`config.mk`:
```
export PLATFORM = sky130hd
export DESIGN_NAME = link_slave_fifo
export DESIGN_NICKNAME = d
export VERILOG_FILES = /design/src/rtl/link_pkg.sv /design/src/rtl/link_fifo.sv /design/src/rtl/link_slave_fifo.sv
export SDC_FILE = /design/constraint.sdc
export NUM_CORES = 1
export LEC_CHECK = 0
export CORE_UTILIZATION = 52
export DETAILED_ROUTE_END_ITERATION = 8
export PLACE_DENSITY = 0.86
export SYNTH_ARGS = -nofsm -noshare
export SYNTH_HDL_FRONTEND = slang
export SYNTH_SLANG_ARGS = --single-unit
```
`constraint.sdc`:
```
create_clock -name clk -period 2.5 [get_ports clk]
set_input_delay 0.5 -clock clk [delete_from_list [all_inputs] [get_ports clk]]
set_output_delay 0.5 -clock clk [all_outputs]
set_load 0.05 [all_outputs]
```
`src/rtl/link_pkg.sv`:
```
// Shared definitions for the four-phase link slave: FSM state encoding and
// default parameter values used by link_slave_fifo and link_fifo.
package link_pkg;

  // Handshake FSM states (2-bit encoding)
  typedef enum logic [1:0] {
    IDLE     = 2'd0,
    ACK      = 2'd1,
    WAIT_LOW = 2'd2
  } link_state_e;

  // Default configuration
  localparam int LINK_DATA_W     = 8;
  localparam int LINK_DEPTH      = 4;
  localparam int LINK_ACK_CYCLES = 2;

  // Width of an occupancy counter able to hold 0..depth inclusive
  function automatic int link_count_w(input int depth);
    return $clog2(depth) + 1;
  endfunction

endpackage

```
`src/rtl/link_fifo.sv`:
```
// Receive FIFO for the link slave. Power-of-two depth, pointers wrap
// naturally. The head word is read combinationally so it is presented in the
// same cycle the FIFO becomes non-empty. Full/empty are derived from the
// registered occupancy, so a push into a full FIFO is refused even when a pop
// happens on the same edge.
module link_fifo
  import link_pkg::*;
#(
  parameter int DATA_W = LINK_DATA_W,
  parameter int DEPTH  = LINK_DEPTH
) (
  input  logic                   clk,
  input  logic                   rst_n,
  input  logic                   push,
  input  logic [DATA_W-1:0]      push_data,
  input  logic                   pop,
  output logic [DATA_W-1:0]      pop_data,
  output logic                   full,
  output logic                   empty,
  output logic [$clog2(DEPTH):0] count
);

  localparam int PTR_W = $clog2(DEPTH);
  localparam int CNT_W = link_count_w(DEPTH);

  logic [DATA_W-1:0] mem_q [DEPTH];
  logic [PTR_W-1:0]  wr_ptr_q, wr_ptr_d;
  logic [PTR_W-1:0]  rd_ptr_q, rd_ptr_d;
  logic [CNT_W-1:0]  count_q, count_d;
  logic              do_push;
  logic              do_pop;

  assign full     = (count_q == CNT_W'(DEPTH));
  assign empty    = (count_q == '0);
  assign count    = count_q;
  assign pop_data = mem_q[rd_ptr_q];

  // Requests against a full/empty FIFO are silently dropped
  assign do_push = push && !full;
  assign do_pop  = pop && !empty;

  // Next-state for pointers and occupancy
  always_comb begin
    wr_ptr_d = wr_ptr_q;
    rd_ptr_d = rd_ptr_q;
    count_d  = count_q;
    if (do_push) begin
      wr_ptr_d = wr_ptr_q + PTR_W'(1);
    end
    if (do_pop) begin
      rd_ptr_d = rd_ptr_q + PTR_W'(1);
    end
    case ({do_push, do_pop})
      2'b10:   count_d = count_q + CNT_W'(1);
      2'b01:   count_d = count_q - CNT_W'(1);
      default: count_d = count_q;
    endcase
  end

  // Pointer and occupancy registers
  always_ff @(posedge clk or negedge rst_n) begin
    if (!rst_n) begin
      wr_ptr_q <= '0;
      rd_ptr_q <= '0;
      count_q  <= '0;
    end else begin
      wr_ptr_q <= wr_ptr_d;
      rd_ptr_q <= rd_ptr_d;
      count_q  <= count_d;
    end
  end

  // Storage array; contents need no reset since occupancy gates visibility
  always_ff @(posedge clk) begin
    if (do_push) begin
      mem_q[wr_ptr_q] <= push_data;
    end
  end

endmodule

```
`src/rtl/link_slave_fifo.sv`:
```
// Four-phase req/ack link slave feeding a receive FIFO.
// A request seen in IDLE with room in the FIFO pushes data_in, then ack is
// held for ACK_CYCLES cycles, then the FSM waits for req to drop before the
// next transfer can start. A full FIFO back-pressures by withholding ack.
// Optional feature: define LINK_SLAVE_PARITY_EN to add the data_par input
// (even parity over data_in) and the sticky par_err output; words with bad
// parity are still acknowledged but not stored.
module link_slave_fifo
  import link_pkg::*;
#(
  parameter int DATA_W     = LINK_DATA_W,
  parameter int DEPTH      = LINK_DEPTH,
  parameter int ACK_CYCLES = LINK_ACK_CYCLES
) (
  input  logic                   clk,
  input  logic                   rst_n,
  input  logic                   req,
  input  logic [DATA_W-1:0]      data_in,
  output logic                   ack,
  output logic                   out_valid,
  input  logic                   out_ready,
`ifdef LINK_SLAVE_PARITY_EN
  input  logic                   data_par,
  output logic                   par_err,
`endif
  output logic [DATA_W-1:0]      out_data,
  output logic [DATA_W-1:0]      last_byte,
  output logic [$clog2(DEPTH):0] fifo_count
);

  // Ack counter only has to reach ACK_CYCLES-1
  localparam int ACNT_W = (ACK_CYCLES > 1) ? $clog2(ACK_CYCLES) : 1;

  link_state_e       state_q, state_d;
  logic [ACNT_W-1:0] ack_cnt_q, ack_cnt_d;
  logic              ack_q;
  logic [DATA_W-1:0] last_byte_q;
  logic              fifo_full;
  logic              fifo_empty;
  logic              fifo_push;
  logic              accept;
  logic              word_ok;

  // A transfer starts only from IDLE and only when the FIFO has room
  assign accept = (state_q == IDLE) && req && !fifo_full;

`ifdef LINK_SLAVE_PARITY_EN
  logic par_err_q;

  // Even parity: data_par must equal the XOR of all data bits
  assign word_ok = ((^data_in) == data_par);
  assign par_err = par_err_q;

  // Sticky parity error flag, cleared only by reset
  always_ff @(posedge clk or negedge rst_n) begin
    if (!rst_n) begin
      par_err_q <= 1'b0;
    end else if (accept && !word_ok) begin
      par_err_q <= 1'b1;
    end
  end
`else
  assign word_ok = 1'b1;
`endif

  assign fifo_push = accept && word_ok;

  link_fifo #(
    .DATA_W (DATA_W),
    .DEPTH  (DEPTH)
  ) u_fifo (
    .clk       (clk),
    .rst_n     (rst_n),
    .push      (fifo_push),
    .push_data (data_in),
    .pop       (out_ready),
    .pop_data  (out_data),
    .full      (fifo_full),
    .empty     (fifo_empty),
    .count     (fifo_count)
  );

  assign out_valid = !fifo_empty;
  assign ack       = ack_q;
  assign last_byte = last_byte_q;

  // Handshake next-state logic and ack duration counter
  always_comb begin
    state_d   = state_q;
    ack_cnt_d = ack_cnt_q;
    case (state_q)
      IDLE: begin
        if (accept) begin
          state_d   = ACK;
          ack_cnt_d = '0;
        end
      end
      ACK: begin
        if (ack_cnt_q == ACNT_W'(ACK_CYCLES - 1)) begin
          state_d   = WAIT_LOW;
          ack_cnt_d = '0;
        end else begin
          ack_cnt_d = ack_cnt_q + ACNT_W'(1);
        end
      end
      WAIT_LOW: begin
        if (!req) begin
          state_d = IDLE;
        end
      end
      default: begin
        state_d   = IDLE;
        ack_cnt_d = '0;
      end
    endcase
  end

  // State, counter and registered ack (ack mirrors the ACK state)
  always_ff @(posedge clk or negedge rst_n) begin
    if (!rst_n) begin
      state_q   <= IDLE;
      ack_cnt_q <= '0;
      ack_q     <= 1'b0;
    end else begin
      state_q   <= state_d;
      ack_cnt_q <= ack_cnt_d;
      ack_q     <= (state_d == ACK);
    end
  end

  // Capture the most recently stored word
  always_ff @(posedge clk or negedge rst_n) begin
    if (!rst_n) begin
      last_byte_q <= '0;
    end else if (fifo_push) begin
      last_byte_q <= data_in;
    end
  end

endmodule

```
After elaboration in Yosys (flattened, before gate mapping)
Memory sizes are Yosys's and may differ from the RTL's.
Cells that the tools add are included.
{"block": "word_totals", "elab_cells": 41, "mem_bits_ro": 0, "mem_bits_rw": 32, "register_bits": 19, "n_memories": 1, "input_bits": 12, "latchBits": 0}
{"name": "u_fifo.mem_q", "depth": 4, "word_bits": 8, "read_ports": 1, "rd_ports_with_merged_regs": 0, "wr": 1, "line_no": "link_fifo.sv:26", "text": "logic [DATA_W-1:0] mem_q [DEPTH];"}
{"block": "op_classes", "magnitude_cmp": 0, "n_reduce_logical": 10, "n_div": 0, "shifts": 0, "addsub": 5, "n_mul": 0, "bitwise_logic": 1, "n_mux": 10, "eq_ne": 7}
{"cell": "2-bit by 1-bit equality test with 1-bit output (second input constant)", "n": 3}
{"cell": "2-bit 2-to-1 mux", "n": 3}
{"cell": "2-bit case mux with 3 select lines", "n": 1}
{"cell": "3-bit case mux with 2 select lines", "n": 1}
{"cell": "2-bit by 1-bit adder with 2-bit output (second input constant)", "n": 2}
{"cell": "2-bit equality test (second input constant)", "n": 2}
{"cell": "1-bit logical AND", "n": 4}
{"cell": "1-bit 2-to-1 mux", "n": 4}
{"cell": "3-bit by 1-bit adder with 3-bit output (second input constant)", "n": 1}
{"cell": "3-bit equality test (second input constant)", "n": 1}
{"cell": "3-bit logical NOT", "n": 1}
{"cell": "1-bit case mux with 3 select lines", "n": 1}
{"cell": "3-bit by 1-bit subtractor with 3-bit output (second input constant)", "n": 1}
{"cell": "1-bit logical NOT", "n": 2}
{"cell": "2-bit logical NOT", "n": 1}
{"cell": "2-bit by 1-bit != test with 1-bit output (second input constant)", "n": 1}
{"cell": "2-bit AND reduction", "n": 1}
{"cell": "2-bit nonzero test", "n": 1}
{"cell": "1-bit adder (second input constant)", "n": 1}
{"cell": "1-bit NOT", "n": 1}

Logic depth before layout (Yosys ltp)
Gate-level depths: netlist of the first run.
{"block": "logic_depth", "ltp_word": 6, "depth_mapped": 10, "depth_no_buf": 9}

By module
From an unflattened synthesis of the first run, not the netlist that was laid out.
{"block": "unflattened", "hier_cells": 112, "hier_area_um2": 2095.8}
{"module": "link_fifo", "cells_each": 79, "seq_area_each_um2": 1136.1, "area_per_inst_um2": 1592.8, "instances": 1}
{"module": "link_slave_fifo", "cells_each": 33, "seq_area_each_um2": 300.3, "area_per_inst_um2": 503.0, "instances": 1}

Worst setup path before layout of the first run
OpenSTA, ideal clock, no wires.
{"block": "synth_timing", "path_kind": "reg2reg", "startpoint": "register u_fifo.count_q[0] (netlist: u_fifo.count[0])", "endpoint": "register u_fifo.count_q[2] (netlist: u_fifo.count[2])", "setup_time_ns": 0.148, "stages_incl_launch_ff": 11, "required_ns": 2.352, "n_path_buf": 1, "period_less_slack_ns": 2.291, "arrival_time_ns": 2.143, "path_slack_ns": 0.209, "path_cell_list": "dfrtp_1 > inv_1 > a31oi_4 > buf_6 > inv_1 > ha_1 > inv_1 > fa_1 > xor2_1 > nor2_1 > xor2_1"}
{"block": "synth_between", "elab_chain_len": 6}
{"element": "from (decl)", "line_no": "link_fifo.sv:29", "text": "logic [CNT_W-1:0] count_q, count_d;"}
{"element": "from (signal assigned)", "line_no": "link_fifo.sv:69", "text": "count_q <= count_d;"}
{"element": "3-bit equality test", "line_no": "link_fifo.sv:33", "text": "assign full = (count_q == CNT_W'(DEPTH));"}
{"element": "1-bit logical NOT", "line_no": "link_fifo.sv:39, link_slave_fifo.sv:45"}
{"element": "1-bit logical AND", "line_no": "link_slave_fifo.sv:45", "text": "assign accept = (state_q == IDLE) && req && !fifo_full;"}
{"element": "1-bit logical AND", "line_no": "link_fifo.sv:39", "text": "assign do_push = push && !full;"}
{"element": "2-bit by 1-bit equality test with 1-bit output / 2-bit equality test (equally long branches)", "line_no": "link_fifo.sv:53", "text": "case ({do_push, do_pop})"}
{"element": "3-bit case mux with 2 select lines / 2-bit nonzero test (equally long branches)"}
Several ways; a longest one is shown, not always the timed one.
A chain may end at the register's enable or synchronous reset.

Final worst setup path of the first run
{"block": "layout_timing", "startpoint": "register u_fifo.count_q[1] (netlist: u_fifo.count[1])", "endpoint": "output port out_valid"}
{"block": "layout_between", "elab_chain_len": 2}
{"element": "3-bit logical NOT", "line_no": "link_fifo.sv:34", "text": "assign empty = (count_q == '0);"}
{"element": "1-bit logical NOT", "line_no": "link_slave_fifo.sv:83", "text": "assign out_valid = !fifo_empty;"}
{"element": "to (decl)", "line_no": "link_slave_fifo.sv:20", "text": "output logic out_valid,"}
Every way passes these cells.

==> out/results.ini, run 1 <==
[status]
status = finished, final reports clean

[cts]
cts.sinks = 51
hold_buffers = 0
clk_path_buf_depth = 2
clkTransAtPathRegs_ns = 0.08
postCtsSetupBuffers = 0
cts_root_buf = clkbuf_8
cts_tree = built
ctsResizeCount = 0
numCtsBuffers = 5
htree_levels = 2
insertion_delay_ns = 0.29

[logic_synthesis]
ys_seq_area_share_pct = 70.5
synth_top_area_share_pct = 47.1
yosysTopAreaCell = edfxtp_1
syn-instance-count = 108
synthesis.area_per_instance_um2 = 18.9
synth-seq-cells = 51
netlist-cell-type-count = 25
syn_area_mm2 = 0.00204
synthTopCellsByArea = edfxtp_1, dfrtp_1, mux4_2, mux2_2, ha_1
yosysWarningCount = 0
syn_nets = 126

[route]
drt_first_iter_violations = 49
dr.pass1.iters = 4
drt_wl_total_um = 3160
vias = 1044
drc = 0
wl_per_cell_um = 15.6
postRouteAntennaNets = 0
viasPerCell = 5.14

[worst_setup_path]
crit_type = flip-flop to primary output
crit_arrival_ns = 1.79
cp-end-kind = primary output
startpoint = u_fifo.count[1]$_DFFE_PN0P_
start_kind = flip-flop
r2r_cells = 9
path_max_fanout = 4
r2r_slack_ns = 0.49
required_ns = 2.00
r2r_start = state_q[1]$_DFF_PN0_
reg2reg_to = u_fifo.count[2]$_DFFE_PN0P_

[global_route]
antenna_found_initial = 0
grt_max_degree = 20
grt_first_pass_wirelength_um = 5360
grt_use_total_pct = 18.6
grt_pass1_vias = 1147
grt_overflow = 0

[cells_and_area]
fin_nets = 172
area_growth_pct = 24.9
drive_gt1_share_pct = 27.7
n_antenna_cell = 0
design_area_mm2 = 0.00255

[timing]
period_needed_ns = 2.29
finClkSkew_ns = 0.00655
hold_violations = 0
setup_viol = 0
fin_tns_setup_ns = 0
tightest_slew_ns = 0.536
slew_violations = 0
fmax_mhz = 436
rsz0062_at_grt = no
period_share_pct = 91.7
relSlewSlack_pct = 64.3

[floorplan]
num_rows = 22
boundaryPins = 33
coreArea_mm2 = 0.00372
dieHeight_um = 64.6
die_area_mm2 = 0.00417
die_width_um = 64.6
initial_utilization_pct = 54.8

[hold_path]
hold_depth = 1
min_to = last_byte[1]$_DFFE_PN0P_
min-delay-start = last_byte[1]$_DFFE_PN0P_
hold_path.class = flip-flop to flip-flop

[placed_design]
port_buffers = 32
gp_congestion = 0.725
dp.final_hpwl_um = 2330
placed_cell_area_mm2 = 0.00247

[job]
max_cap_violations = 0

[worst max-delay path: stages, from the launching register on]
cell and delay (ns):
dfrtp_1 0.42, or3_1 0.38, clkdlybuf4s50_1 0.70
[flip-flops by register name, indices dropped and copies added, names as in the netlist]
signal / count
ack: 1
last_byte: 8
u_fifo.mem_q: 32
u_fifo.count: 3
ack_cnt_q: 1
state_q: 2
u_fifo.rd_ptr_q: 2
u_fifo.wr_ptr_q: 2
[per-layer routing]
| metal | GRT usage [%] | routed length, um | part of all wire [%] | up-vias |
|---|---|---|---|---|
| met5 | 0 | 0 | 0 | - |
| met4 | 7.50 | 57 | 1.8 | 0 |
| met3 | 5.99 | 137 | 4.3 | 5 |
| met2 | 32.1 | 1670 | 53 | 29 |
| met1 | 21.2 | 1300 | 41 | 518 |
| li1 | - | - | - | 492 |
[cell families (layout without fill, tap and decap cells)]
kind of cell	after synthesis	in the layout	synth area share (%)
flip-flops	51	51	70.5
multiplexers	18	18	14.5
AND/OR/NAND/NOR	14	14	4.36
buffers and inverters	9	56	2.09
adder cells (fa/ha/maj)	6	6	4.05
XOR/XNOR	6	6	2.58
AO/OA/AOI/OAI	4	4	1.96
[per-stage QoR]
step                      instances  hold slack (ns)  setup slack, ns  utilization, %
after CTS                       203            0.513            0.178            68.5
final                           203            0.509            0.208            68.5
after floorplan                 108            0.204            0.209               -
after detailed placement        195            0.494          -0.0677            66.4
after global routing            203            0.533            0.112            68.5
after global placement          195            0.489           0.0446            66.4
[placed cells by master, fill, tap and decap left out, types with 2 or more instances in the layout]
cell             count
edfxtp_1            32
clkdlybuf4s50_1     24
dfrtp_1             19
buf_4               17
mux4_2               8
mux2_2               8
inv_1                6
ha_1                 5
clkbuf_8             5
and2_1               4
nand2b_1             3
xor2_1               3
xnor2_1              3
nand2_1              2
o21ai_0              2
clkinv_1             2
[worst max-delay path by stage]
stage                     cells after the start                     endpoint
after floorplan                              10  u_fifo.count[2]$_DFFE_PN0P_
after global placement                       10  u_fifo.count[2]$_DFFE_PN0P_
after detailed placement                     10  u_fifo.count[2]$_DFFE_PN0P_
after CTS                                     2                  out_data[6]
after global routing                          2                  out_data[6]
final                                         2                    out_valid
[cells in the mapped netlist]
cell	count
dfrtp_1	19
nor2_1	1
nand2b_1	3
ha_1	5
and2_1	4
buf_2	1
mux2_4	1
o31a_1	1
fa_1	1
mux2_2	8
xnor2_1	3
or3b_4	1
o21ai_0	2
a31oi_4	1
nand2_1	2
mux4_2	8
buf_6	1
inv_1	6
or3_1	1
nand3b_1	1
or3b_2	1
mux2i_1	1
edfxtp_1	32
buf_1	1
xor2_1	3
[cell type report]
type,instances,area (um^2)
Sequential cell,51,1440
Fill cell,250,1170
Clock buffer,6,72.6
Clock inverter,2,7.51
Tap cell,48,60.1
Inverter,6,22.5
Timing Repair Buffer,42,388
Multi-Input combinational cell,48,559
Power of run 1 is left out: the tool's default activity adds up to more than one toggle a clock period on the data nets, which glitch-free logic cannot reach.
==> run 2: changes to the inputs <==
--- a/config.mk
+++ b/config.mk
@@ -7,6 +7,8 @@
 export LEC_CHECK = 0
 export CORE_UTILIZATION = 52
 export DETAILED_ROUTE_END_ITERATION = 8
+export GPL_TIMING_DRIVEN = 1
+export HOLD_SLACK_MARGIN = 0.1
 export PLACE_DENSITY = 0.86
 export SYNTH_ARGS = -nofsm -noshare
 export SYNTH_HDL_FRONTEND = slang
==> results of run 2 <==
No change in the layout: final DEF, timing and power equal those of run 1.
Power of run 2 is left out for the same reason.
==> run 3: changes to the inputs <==
--- a/config.mk
+++ b/config.mk
@@ -9,7 +9,7 @@
 export DETAILED_ROUTE_END_ITERATION = 8
 export GPL_TIMING_DRIVEN = 1
 export HOLD_SLACK_MARGIN = 0.1
-export PLACE_DENSITY = 0.86
+export PLACE_DENSITY_LB_ADDON = 0.2
 export SYNTH_ARGS = -nofsm -noshare
 export SYNTH_HDL_FRONTEND = slang
 export SYNTH_SLANG_ARGS = --single-unit
==> run 3 against run 2 <==
Compared with the run above:
- via count grew 1.7%
- wire length increased by 8.7%
- cell count decreased by 1.5%
- critical path depth did not move
- die area unchanged
- largest cell class unchanged
==> out/results.ini, run 3 (synthesis results as in run 1) <==
[timing]
hold_violations = 0  ; unchanged
setup_slack_ns = 0.165  ; -0.0428 ns
whs_ns = 0.511  ; +0.00228 ns
rsz0062_at_grt = no
fmax_mhz = 428  ; -1.8%
period_share_pct = 93.4  ; +1.7 points
finClkSkew_ns = 0.00672  ; +0.000163 ns
relSlewSlack_pct = 60.9  ; -3.4 points
tightest_slew_ns = 0.587  ; +0.0512 ns
period_needed_ns = 2.33  ; +0.0428 ns
setup_viol = 0  ; unchanged
slew_violations = 0  ; unchanged

[route]
wl_per_cell_um = 17.2  ; +10%
m1WireLength_um = 1350  ; +3.5%
postRouteAntennaNets = 0  ; unchanged
met2_length_um = 1880  ; +13%
drt_wl_total_um = 3440  ; +8.7%
drt_first_iter_violations = 47  ; -4.1%
top_layer_used = met4
dr.pass1.iters = 4  ; unchanged
viasPerCell = 5.31  ; +3.2%
drc = 0  ; unchanged
wl_met3_um = 133  ; -2.9%
vias = 1062  ; +1.7%

[cells_and_area]
layout_commonest_cell = edfxtp_1
fillers = 263  ; +5.2%
regArea_mm2 = 0.00144  ; unchanged
fin_util_pct = 69.2  ; +0.64 points
largest_reg_flops = 32  ; unchanged
fin_nets = 169  ; -1.7%
mostFrequentLayoutCells = edfxtp_1, clkdlybuf4s50_1, dfrtp_1
area_growth_pct = 26.1
largest-register = u_fifo.mem_q
drive_gt1_share_pct = 27.6  ; -0.11 points
design_area_mm2 = 0.00257  ; +0.93%
multiInputGateArea_um2 = 559  ; unchanged
n_antenna_cell = 0  ; unchanged

[global_route]
grt_overflow = 0  ; unchanged
grt_pass1_vias = 1126  ; -1.8%
antenna_found_initial = 0  ; unchanged
grt_max_degree = 20  ; unchanged
grt_first_pass_wirelength_um = 5570  ; +3.9%
grt_use_total_pct = 19.4  ; +0.78 points

[worst_setup_path]
start_kind = flip-flop
cp-end-kind = primary output
r2r_start = state_q[1]$_DFF_PN0_
crit_type = flip-flop to primary output
path_max_fanout = 9  ; +5
r2r_slack_ns = 0.50  ; about the same
r2r_cells = 9  ; unchanged
reg2reg_to = u_fifo.count[2]$_DFFE_PN0P_
crit_arrival_ns = 1.83  ; +0.04 ns
required_ns = 2.00  ; about the same

[cts]
cts.sinks = 51  ; unchanged
cts_tree = built
clk_path_buf_depth = 2  ; unchanged
insertion_delay_ns = 0.31  ; +0.02 ns
numCtsBuffers = 5  ; unchanged
htree_levels = 2  ; unchanged
clkTransAtPathRegs_ns = 0.09  ; about the same
ctsResizeCount = 0  ; unchanged
postCtsSetupBuffers = 0  ; unchanged
hold_buffers = 0  ; unchanged
cts_root_buf = clkbuf_8

[placed_design]
dp_slack_ns = -0.0549  ; +0.0128 ns
dp.final_hpwl_um = 2410  ; +3.2%
port_buffers = 32  ; unchanged
gp_congestion = 0.717  ; -1.1%
placed_cell_area_mm2 = 0.00248  ; +0.61%

[floorplan]
initial_utilization_pct = 54.8  ; unchanged
num_rows = 22  ; unchanged
dieHeight_um = 64.6  ; unchanged
boundaryPins = 33  ; unchanged
coreArea_mm2 = 0.00372  ; unchanged
die_area_mm2 = 0.00417  ; unchanged
die_width_um = 64.6  ; unchanged

[hold_path]
hold_depth = 1  ; unchanged
min-delay-start = last_byte[6]$_DFFE_PN0P_
min_to = last_byte[6]$_DFFE_PN0P_
hold_path.class = flip-flop to flip-flop

[job]
max_cap_violations = 0  ; unchanged

[status]
status = finished, final reports clean

run 3: cell count changes in the layout (fill, tap and decap cells not counted):
| cell | previous run | this run |
|---|---|---|
| clkbuf_1 | 1 | 0 |
| clkinvlp_4 | 0 | 1 |
| clkinv_4 | 0 | 1 |
| buf_12 | 1 | 4 |
| buf_4 | 17 | 11 |
| clkinv_1 | 2 | 1 |
run 3: worst max path at each step:
| stage | from | to | slack (ns) | cells past startpoint |
|---|---|---|---|---|
| detailed placement | req | u_fifo.count[2]$_DFFE_PN0P_ | -0.05 | 10 |
| CTS | u_fifo.rd_ptr_q[0]$_DFFE_PN0P_ | out_data[6] | 0.12 | 2 |
| global route | u_fifo.rd_ptr_q[0]$_DFFE_PN0P_ | out_data[6] | 0.05 | 2 |
| finish | u_fifo.rd_ptr_q[0]$_DFFE_PN0P_ | out_data[6] | 0.17 | 2 |
| global placement | req | u_fifo.count[2]$_DFFE_PN0P_ | 0.04 | 10 |
| floorplan | u_fifo.count[0]$_DFFE_PN0P_ | u_fifo.count[2]$_DFFE_PN0P_ | 0.21 | 10 |
run 3: stage by stage:
| stage | setup TNS, ns | cells |
|---|---|---|
| CTS | 0 | 200 |
| global placement | 0 | 192 |
| floorplan | 0 | 108 |
| finish | 0 | 200 |
| detailed placement | -0.0549 | 192 |
| global route | 0 | 200 |
run 3: final cells by class:
type                            instances  share of cell area [%]
Clock buffer                            5                    2.68
Clock inverter                          3                   0.779
Inverter                                6                   0.876
Multi-Input combinational cell         48                    21.8
Sequential cell                        51                    55.9
Tap cell                               48                    2.34
Timing Repair Buffer                   39                    15.7
run 3: metal layers:
| metal | vias up | GRT usage (%) |
|---|---|---|
| met4 | 0 | 10.0 |
| met5 | - | 0 |
| met1 | 543 | 21.6 |
| met2 | 25 | 33.9 |
| li1 | 487 | - |
| met3 | 7 | 4.93 |
run 3: critical path, stage by stage, from the launching register on:
cell     delay, ns
dfrtp_1       0.73
mux4_2        0.59
buf_4         0.21
Power of run 3 is left out for the same reason.
